`src/rtl/tape_encoder_if.sv`:
```
// tape_encoder_if: byte stream handshake into the tape encoder.
//   din        data byte
//   din_valid  din holds a valid byte
//   din_last   din is the final data byte of the file
//   din_ready  encoder accepts din this cycle
// master = byte source, slave = tape_encoder.
interface tape_encoder_if;
  logic [7:0] din;
  logic       din_valid;
  logic       din_last;
  logic       din_ready;

  modport master (output din, output din_valid, output din_last, input din_ready);
  modport slave  (input din, input din_valid, input din_last, output din_ready);
endinterface

```
`src/rtl/tape_encoder.sv`:
```
// tape_encoder: Radio-86RK/Apogee cassette signal generator.
// Takes a byte stream and emits a Manchester-coded tape level: a leader of
// LEADER_LEN 0x00 bytes, SYNC_BYTE, the data bytes, then TRAIL_LEN 0x00
// bytes. Each bit (MSB first) is two half-cells of HALF_BIT clocks: first
// half = ~bit, second half = bit. One byte of buffering (hold register)
// sits in front of the shifter.
// Ports:
//   clk_sys   system clock, posedge
//   RESET     synchronous, active-low reset
//   start     one-cycle pulse, starts a transmission when idle
//   din_if    byte stream handshake (slave modport)
//   tape_out  encoded tape level (registered)
//   busy      high from accepted start until back in IDLE
//   underrun  sticky: a byte was needed while the hold register was empty
module tape_encoder #(
  parameter int         HALF_BIT   = 1728,
  parameter int         LEADER_LEN = 256,
  parameter int         TRAIL_LEN  = 2,
  parameter logic [7:0] SYNC_BYTE  = 8'hE6
) (
  input  logic                 clk_sys,
  input  logic                 RESET,
  input  logic                 start,
  tape_encoder_if.slave        din_if,
  output logic                 tape_out,
  output logic                 busy,
  output logic                 underrun
);

  localparam int CNT_W = (HALF_BIT > 1) ? $clog2(HALF_BIT) : 1;

  typedef enum logic [2:0] {
    S_IDLE,
    S_LEADER,
    S_SYNC,
    S_DATA,
    S_TRAIL
  } state_t;

  state_t             state_q, state_d;
  logic [CNT_W-1:0]   cnt_q, cnt_d;          // clocks within a half-cell
  logic [3:0]         half_q, half_d;        // half-cell index within byte
  logic [8:0]         bytes_q, bytes_d;      // leader/trailer bytes left
  logic [7:0]         shift_q, shift_d;      // byte being sent
  logic [7:0]         hold_q, hold_d;
  logic               hold_last_q, hold_last_d;
  logic               hold_vld_q, hold_vld_d;
  logic               last_acc_q, last_acc_d;   // final byte already taken in
  logic               last_sent_q, last_sent_d; // shifter holds the final byte
  logic               stall_q, stall_d;         // frozen on underrun
  logic               tape_out_q, tape_out_d;
  logic               busy_q, busy_d;
  logic               underrun_q, underrun_d;
  logic               din_ready_q, din_ready_d;

  logic               accept;
  logic               taken;   // accepted byte went straight into the shifter
  logic               wrap;

  // Tape level of half-cell h of byte b: even half = ~bit, odd half = bit.
  function automatic logic cell_level(input logic [7:0] b, input logic [3:0] h);
    logic [2:0] idx;
    idx = ~h[3:1];
    return h[0] ? b[idx] : ~b[idx];
  endfunction

  always_comb begin
    state_d     = state_q;
    cnt_d       = cnt_q;
    half_d      = half_q;
    bytes_d     = bytes_q;
    shift_d     = shift_q;
    hold_d      = hold_q;
    hold_last_d = hold_last_q;
    hold_vld_d  = hold_vld_q;
    last_acc_d  = last_acc_q;
    last_sent_d = last_sent_q;
    stall_d     = stall_q;
    tape_out_d  = tape_out_q;
    busy_d      = busy_q;
    underrun_d  = underrun_q;
    taken       = 1'b0;
    accept      = din_if.din_valid && din_ready_q;
    wrap        = (cnt_q == CNT_W'(HALF_BIT - 1));

    if (accept && din_if.din_last) last_acc_d = 1'b1;

    unique case (state_q)
      S_IDLE: begin
        tape_out_d = 1'b0;
        if (start) begin
          state_d     = S_LEADER;
          busy_d      = 1'b1;
          underrun_d  = 1'b0;
          shift_d     = 8'h00;
          bytes_d     = 9'(LEADER_LEN);
          cnt_d       = '0;
          half_d      = '0;
          stall_d     = 1'b0;
          hold_vld_d  = 1'b0;
          last_acc_d  = 1'b0;
          last_sent_d = 1'b0;
          tape_out_d  = cell_level(8'h00, 4'd0);
        end
      end
      default: begin
        if (stall_q) begin
          // Counter and level are frozen; the late byte restarts encoding
          // directly, without passing through the hold register.
          if (accept) begin
            shift_d     = din_if.din;
            last_sent_d = din_if.din_last;
            taken       = 1'b1;
            stall_d     = 1'b0;
            cnt_d       = '0;
            half_d      = '0;
            tape_out_d  = cell_level(din_if.din, 4'd0);
          end
        end else if (!wrap) begin
          cnt_d = cnt_q + 1'b1;
        end else begin
          cnt_d  = '0;
          half_d = half_q + 1'b1;
          if (half_q != 4'd15) begin
            tape_out_d = cell_level(shift_q, half_q + 1'b1);
          end else begin
            // Byte boundary: choose the next byte.
            case (state_q)
              S_LEADER: begin
                if (bytes_q == 9'd1) begin
                  state_d = S_SYNC;
                  shift_d = SYNC_BYTE;
                end else begin
                  bytes_d = bytes_q - 1'b1;
                end
              end
              S_TRAIL: begin
                if (bytes_q == 9'd1) begin
                  state_d = S_IDLE;
                  busy_d  = 1'b0;
                end else begin
                  bytes_d = bytes_q - 1'b1;
                end
              end
              default: begin
                if (state_q == S_DATA && last_sent_q) begin
                  state_d = S_TRAIL;
                  bytes_d = 9'(TRAIL_LEN);
                  shift_d = 8'h00;
                end else begin
                  state_d = S_DATA;
                  if (hold_vld_q) begin
                    shift_d     = hold_q;
                    last_sent_d = hold_last_q;
                    hold_vld_d  = 1'b0;
                  end else if (accept) begin
                    // Byte arriving exactly at the boundary is used at once.
                    shift_d     = din_if.din;
                    last_sent_d = din_if.din_last;
                    taken       = 1'b1;
                  end else begin
                    stall_d    = 1'b1;
                    underrun_d = 1'b1;
                  end
                end
              end
            endcase
            if (stall_d)                tape_out_d = tape_out_q;
            else if (state_d == S_IDLE) tape_out_d = 1'b0;
            else                        tape_out_d = cell_level(shift_d, 4'd0);
          end
        end
      end
    endcase

    if (accept && !taken) begin
      hold_d      = din_if.din;
      hold_last_d = din_if.din_last;
      hold_vld_d  = 1'b1;
    end

    din_ready_d = !hold_vld_d && !last_acc_d &&
                  (state_d == S_SYNC || state_d == S_DATA);
  end

  always_ff @(posedge clk_sys) begin
    if (!RESET) begin
      state_q     <= S_IDLE;
      cnt_q       <= '0;
      half_q      <= '0;
      bytes_q     <= '0;
      hold_vld_q  <= 1'b0;
      last_acc_q  <= 1'b0;
      last_sent_q <= 1'b0;
      stall_q     <= 1'b0;
      tape_out_q  <= 1'b0;
      busy_q      <= 1'b0;
      underrun_q  <= 1'b0;
      din_ready_q <= 1'b0;
    end else begin
      state_q     <= state_d;
      cnt_q       <= cnt_d;
      half_q      <= half_d;
      bytes_q     <= bytes_d;
      hold_vld_q  <= hold_vld_d;
      last_acc_q  <= last_acc_d;
      last_sent_q <= last_sent_d;
      stall_q     <= stall_d;
      tape_out_q  <= tape_out_d;
      busy_q      <= busy_d;
      underrun_q  <= underrun_d;
      din_ready_q <= din_ready_d;
    end
    shift_q     <= shift_d;
    hold_q      <= hold_d;
    hold_last_q <= hold_last_d;
  end

  assign din_if.din_ready = din_ready_q;
  assign tape_out         = tape_out_q;
  assign busy             = busy_q;
  assign underrun         = underrun_q;

endmodule

```
`src/flat_wrapper.sv`:
```
// flat-port wrapper written by rule: the top's interface ports become plain ports
module tape_encoder_flat 
#(
  parameter int         HALF_BIT   = 1728,
  parameter int         LEADER_LEN = 256,
  parameter int         TRAIL_LEN  = 2,
  parameter logic [7:0] SYNC_BYTE  = 8'hE6
)
  (clk_sys, RESET, start, tape_out, busy, underrun, din_if_din, din_if_din_valid, din_if_din_last, din_if_din_ready);
  tape_encoder_if din_if_i ();
  input  logic clk_sys;
  input  logic RESET;
  input  logic start;
  output logic tape_out;
  output logic busy;
  output logic underrun;
  input wire logic [$bits(din_if_i.din)-1:0] din_if_din;
  input wire logic [$bits(din_if_i.din_valid)-1:0] din_if_din_valid;
  input wire logic [$bits(din_if_i.din_last)-1:0] din_if_din_last;
  output wire logic [$bits(din_if_i.din_ready)-1:0] din_if_din_ready;
  assign din_if_i.din = din_if_din;
  assign din_if_i.din_valid = din_if_din_valid;
  assign din_if_i.din_last = din_if_din_last;
  assign din_if_din_ready = din_if_i.din_ready;
  tape_encoder #(.HALF_BIT(HALF_BIT), .LEADER_LEN(LEADER_LEN), .TRAIL_LEN(TRAIL_LEN), .SYNC_BYTE(SYNC_BYTE)) u_core (.clk_sys(clk_sys), .RESET(RESET), .start(start), .din_if(din_if_i), .tape_out(tape_out), .busy(busy), .underrun(underrun));
endmodule
```
`config.mk`:
```
export PLATFORM = sky130hd
export DESIGN_NAME = tape_encoder_flat
export DESIGN_NICKNAME = d
export VERILOG_FILES = /design/src/rtl/tape_encoder_if.sv /design/src/rtl/tape_encoder.sv /design/src/flat_wrapper.sv
export SDC_FILE = /design/constraint.sdc
export NUM_CORES = 1
export LEC_CHECK = 0
export CAP_MARGIN = 10
export CORE_MARGIN = 4
export CORE_UTILIZATION = 59
export DETAILED_ROUTE_END_ITERATION = 6
export GPL_ROUTABILITY_DRIVEN = 1
export PLACE_DENSITY = 0.86
export SYNTH_ARGS = -nofsm -noshare
export SYNTH_HDL_FRONTEND = slang
export SYNTH_SLANG_ARGS = --single-unit
```
`constraint.sdc`:
```
create_clock -name clk_sys -period 3.38 [get_ports clk_sys]
set_input_delay 0.507 -clock clk_sys [delete_from_list [all_inputs] [get_ports clk_sys]]
set_output_delay 0.507 -clock clk_sys [all_outputs]
set_load 0.02 [all_outputs]
```
==> impl_metrics.py <==
metrics = {
    "timing": {
        "fmax_mhz": 371,
        "slew_headroom": 0.408,
        "min_period_ns": 2.70,
        "final.setup.tns_ns": 0,
        "rsz0062_at_grt": "false",
        "slew_violations": 0,
        "hold_viol": 0,
        "tightest_slew_ns": 0.887,
        "timing.final.crit_share": 0.799,
        "setup_viol": 0,
        "finalClockSkew_ns": 0.0136,
        "holdWs_ns": 0.472,
    },
    "synth": {
        "syn_avg_cell_area_um2": 9.00,
        "yosys.area_share.simple": 0.242,
        "synth_commonest_cells": "nand2_1 (39), dfxtp_1 (35), nor2_1 (33)",
        "synth_cells": 303,
        "ys_warn_count": 0,
        "synth_fa_ha_area_frac": 0.0183,
        "synth_top_family_by_area": "simple AND/OR/NAND/NOR gates",
        "synth_top_cell_by_area": "dfxtp_1",
        "synth.net_count": 320,
        "synth_edf_count": 17,
        "synth_ff_type": "dfxtp_1",
        "ys_seq_elements": 52,
        "synth_area_um2": 2730,
        "synth_compound_area_frac": 0.167,
        "synth-xor-area-share": 0.0514,
        "yosysMostFrequentCell": "nand2_1",
        "async_flop_share": 0,
        "synth.area.mux_share": 0.0505,
        "ys_types": 50,
        "ys_top_cells_by_area": "dfxtp_1 (26%), edfxtp_1 (19%), nand2_1 (5.4%), xor2_1 (4.8%), nor2_1 (4.5%)",
        "yosys.area.top_type_share": 0.257,
        "ys_seq_area_frac": 0.444,
    },
    "final_layout": {
        "synthToLayoutAreaGrowth_pct": 11.7,
        "drive_gt1_frac": 0.0625,
        "antenna_cells": 0,
        "nets": 336,
        "fin_util": 0.690,
    },
    "clock_network": {
        "cts_resized": 0,
        "clock_path_buffers": 2,
        "post_cts_buffers": 0,
        "cts-root-buf": "clkbuf_8",
        "cts_htree_levels": 2,
        "hold_buffers": 0,
        "numCtsBuffers": 5,
        "clock_latency_ns": 0.31,
        "cts_sinks": 52,
        "clk_pin_slew_worst_paths_ns": 0.10,
        "cts_tree": "yes",
    },
    "critical_path": {
        "cp-startpoint": "u_core.cnt_q[0]",
        "startpoint_type": "register",
        "cp_slowest_stage_delay_ns": 0.59,
        "crit_type": "reg -> reg",
        "path_cells": "ha_1, nand4b_1, or4_1, o31ai_4, buf_4, o21ai_0, a21oi_1",
        "path_buf_inv": 1,
        "cp-end-kind": "register",
        "critPathRequiredTime_ns": 3.34,
        "endpoint": "u_core.shift_q[4]",
        "worstPathArrival_ns": 2.66,
        "r2r-end": "u_core.shift_q[4]",
        "reg2reg_depth": 7,
        "cpMaxStageDelayCell": "a21oi_1",
        "rr_startpoint": "u_core.cnt_q[0]",
        "crit_family": "compound AO/OA/AOI/OAI gates",
        "critPathMaxFanout": 10,
        "crit_cells": 7,
        "reg2reg_setup_slack_ns": 0.68,
    },
    "global_routing": {
        "track_usage": 0.220,
        "grt_pass1_vias": 2237,
        "grt_max_degree": 16,
        "grt_pass1_wl_um": 10600,
        "antenna_found_initial": 0,
        "grt_overflow": 0,
    },
    "floorplanning": {
        "die_y_um": 76.0,
        "die_area_um2": 5780,
        "ios": 17,
        "num_rows": 24,
        "core-area_um2": 4410,
        "initial_core_util": 0.618,
        "die_w_um": 76.0,
    },
    "run": {
        "max_cap_viol_count": 0,
    },
    "place": {
        "gp_congestion": 0.878,
        "dp_hpwl_um": 4350,
        "io_buffers": 16,
    },
    "status": {
        "status": "finished clean",
    },
    "route": {
        "drtIter0Drc": 356,
        "drc": 0,
        "viasPerCell": 6.42,
        "route.antenna.remaining_nets": 0,
        "via_count": 2389,
        "avgRoutedWirePerCell_um": 16.6,
        "drt-pass1-iter-count": 5,
        "wl_um": 6190,
    },
    "power": {
        "p_leak_uw": 0.00110,
        "p_per_area_nw_per_um2": 424,
        "peakVddDrop_mv": 0.264,
    },
    "min_path": {
        "hold_path.class": "reg -> reg",
    },
}
[cell usage in the layout, fill, tap and decap left out, types with 3 or more instances in the layout]
cell,count
nor3_1,7
clkbuf_8,5
inv_1,8
or3_1,5
nand2_1,39
nor2_1,33
nand4b_1,3
a31oi_1,4
clkdlybuf4s50_1,16
a311oi_1,3
and3_1,9
nand3b_1,3
nor4_1,5
nand3_1,4
a21o_1,3
o21ai_0,16
nand4_1,6
ha_1,4
a221oi_1,3
buf_4,4
edfxtp_1,17
and2_1,3
dfxtp_1,35
a22oi_1,4
xor2_1,15
nand2b_1,4
a21oi_1,22
mux2i_1,7
[per-stage QoR]
step           cell area [um^2]  power [uW]  setup slack [ns]  instances
6_report                   3050        1290             0.681        372
5_1_grt                    3050        1350             0.502        372
4_1_cts                    3050        1290             0.685        372
3_5_place_dp               2940         882             0.705        364
3_3_place_gp               2940         879             0.779        364
2_1_floorplan              2730         825             0.925        303
[power by group]
part / leakage, uW / internal (uW) / switching, uW / total [uW]
Sequential: 0.000442 / 667 / 23.0 / 690
Clock: 0.0000513 / 219 / 199 / 418
Combinational: 0.000605 / 80.9 / 104 / 185
Total: 0.00110 / 967 / 326 / 1290
[final cells by class]
cell class / count / area (um^2)
multi-input cells: 232 / 1440
fillers: 337 / 1370
flip-flops and latches: 52 / 1210
repair buffers: 20 / 190
clock buffers: 6 / 72.6
well taps: 52 / 65.1
clock inverters: 2 / 35.0
inverters: 8 / 30.0
[cell families after synthesis]
kind of cell / after synthesis
adder cells (fa/ha/maj): 4
AND/OR/NAND/NOR: 130
buffers and inverters: 19
AO/OA/AOI/OAI: 71
flip-flops: 52
multiplexers: 11
XOR/XNOR: 16
[flip-flops by register name (all words and copies together), names as in the netlist, 3 cells and up]
name	count
u_core.cnt_q	11
u_core.bytes_q	9
u_core.hold_q	8
u_core.shift_q	8
u_core.half_q	4
u_core.state_q	3
[worst register-to-register path, cell delays in order, from the launching register on]
cell and delay, ns:
dfxtp_1 0.38, ha_1 0.22, nand4b_1 0.10, or4_1 0.55, o31ai_4 0.21, buf_4 0.20
o21ai_0 0.11, a21oi_1 0.59
[layer usage]
metal  vias to the layer above  GRT usage  share of wire  wire (um)
li1                       1143          -              -          -
met1                      1119      0.309           0.44       2750
met2                       110      0.330           0.46       2870
met3                        17     0.0461          0.072        445
met4                         0     0.0890          0.021        127
met5                         -          0              0          0
[how the worst min path moves through the flow]
stage,from,end,depth (start not counted)
final,u_core.underrun,u_core.underrun,2
after global routing,u_core.underrun,u_core.underrun,2
after floorplan,u_core.half_q[1],u_core.half_q[1],2
after detailed placement,u_core.underrun,u_core.underrun,2
after global placement,u_core.half_q[1],u_core.half_q[1],2
after CTS,u_core.underrun,u_core.underrun,2
Note: power is estimated with default switching activity, not from simulation.
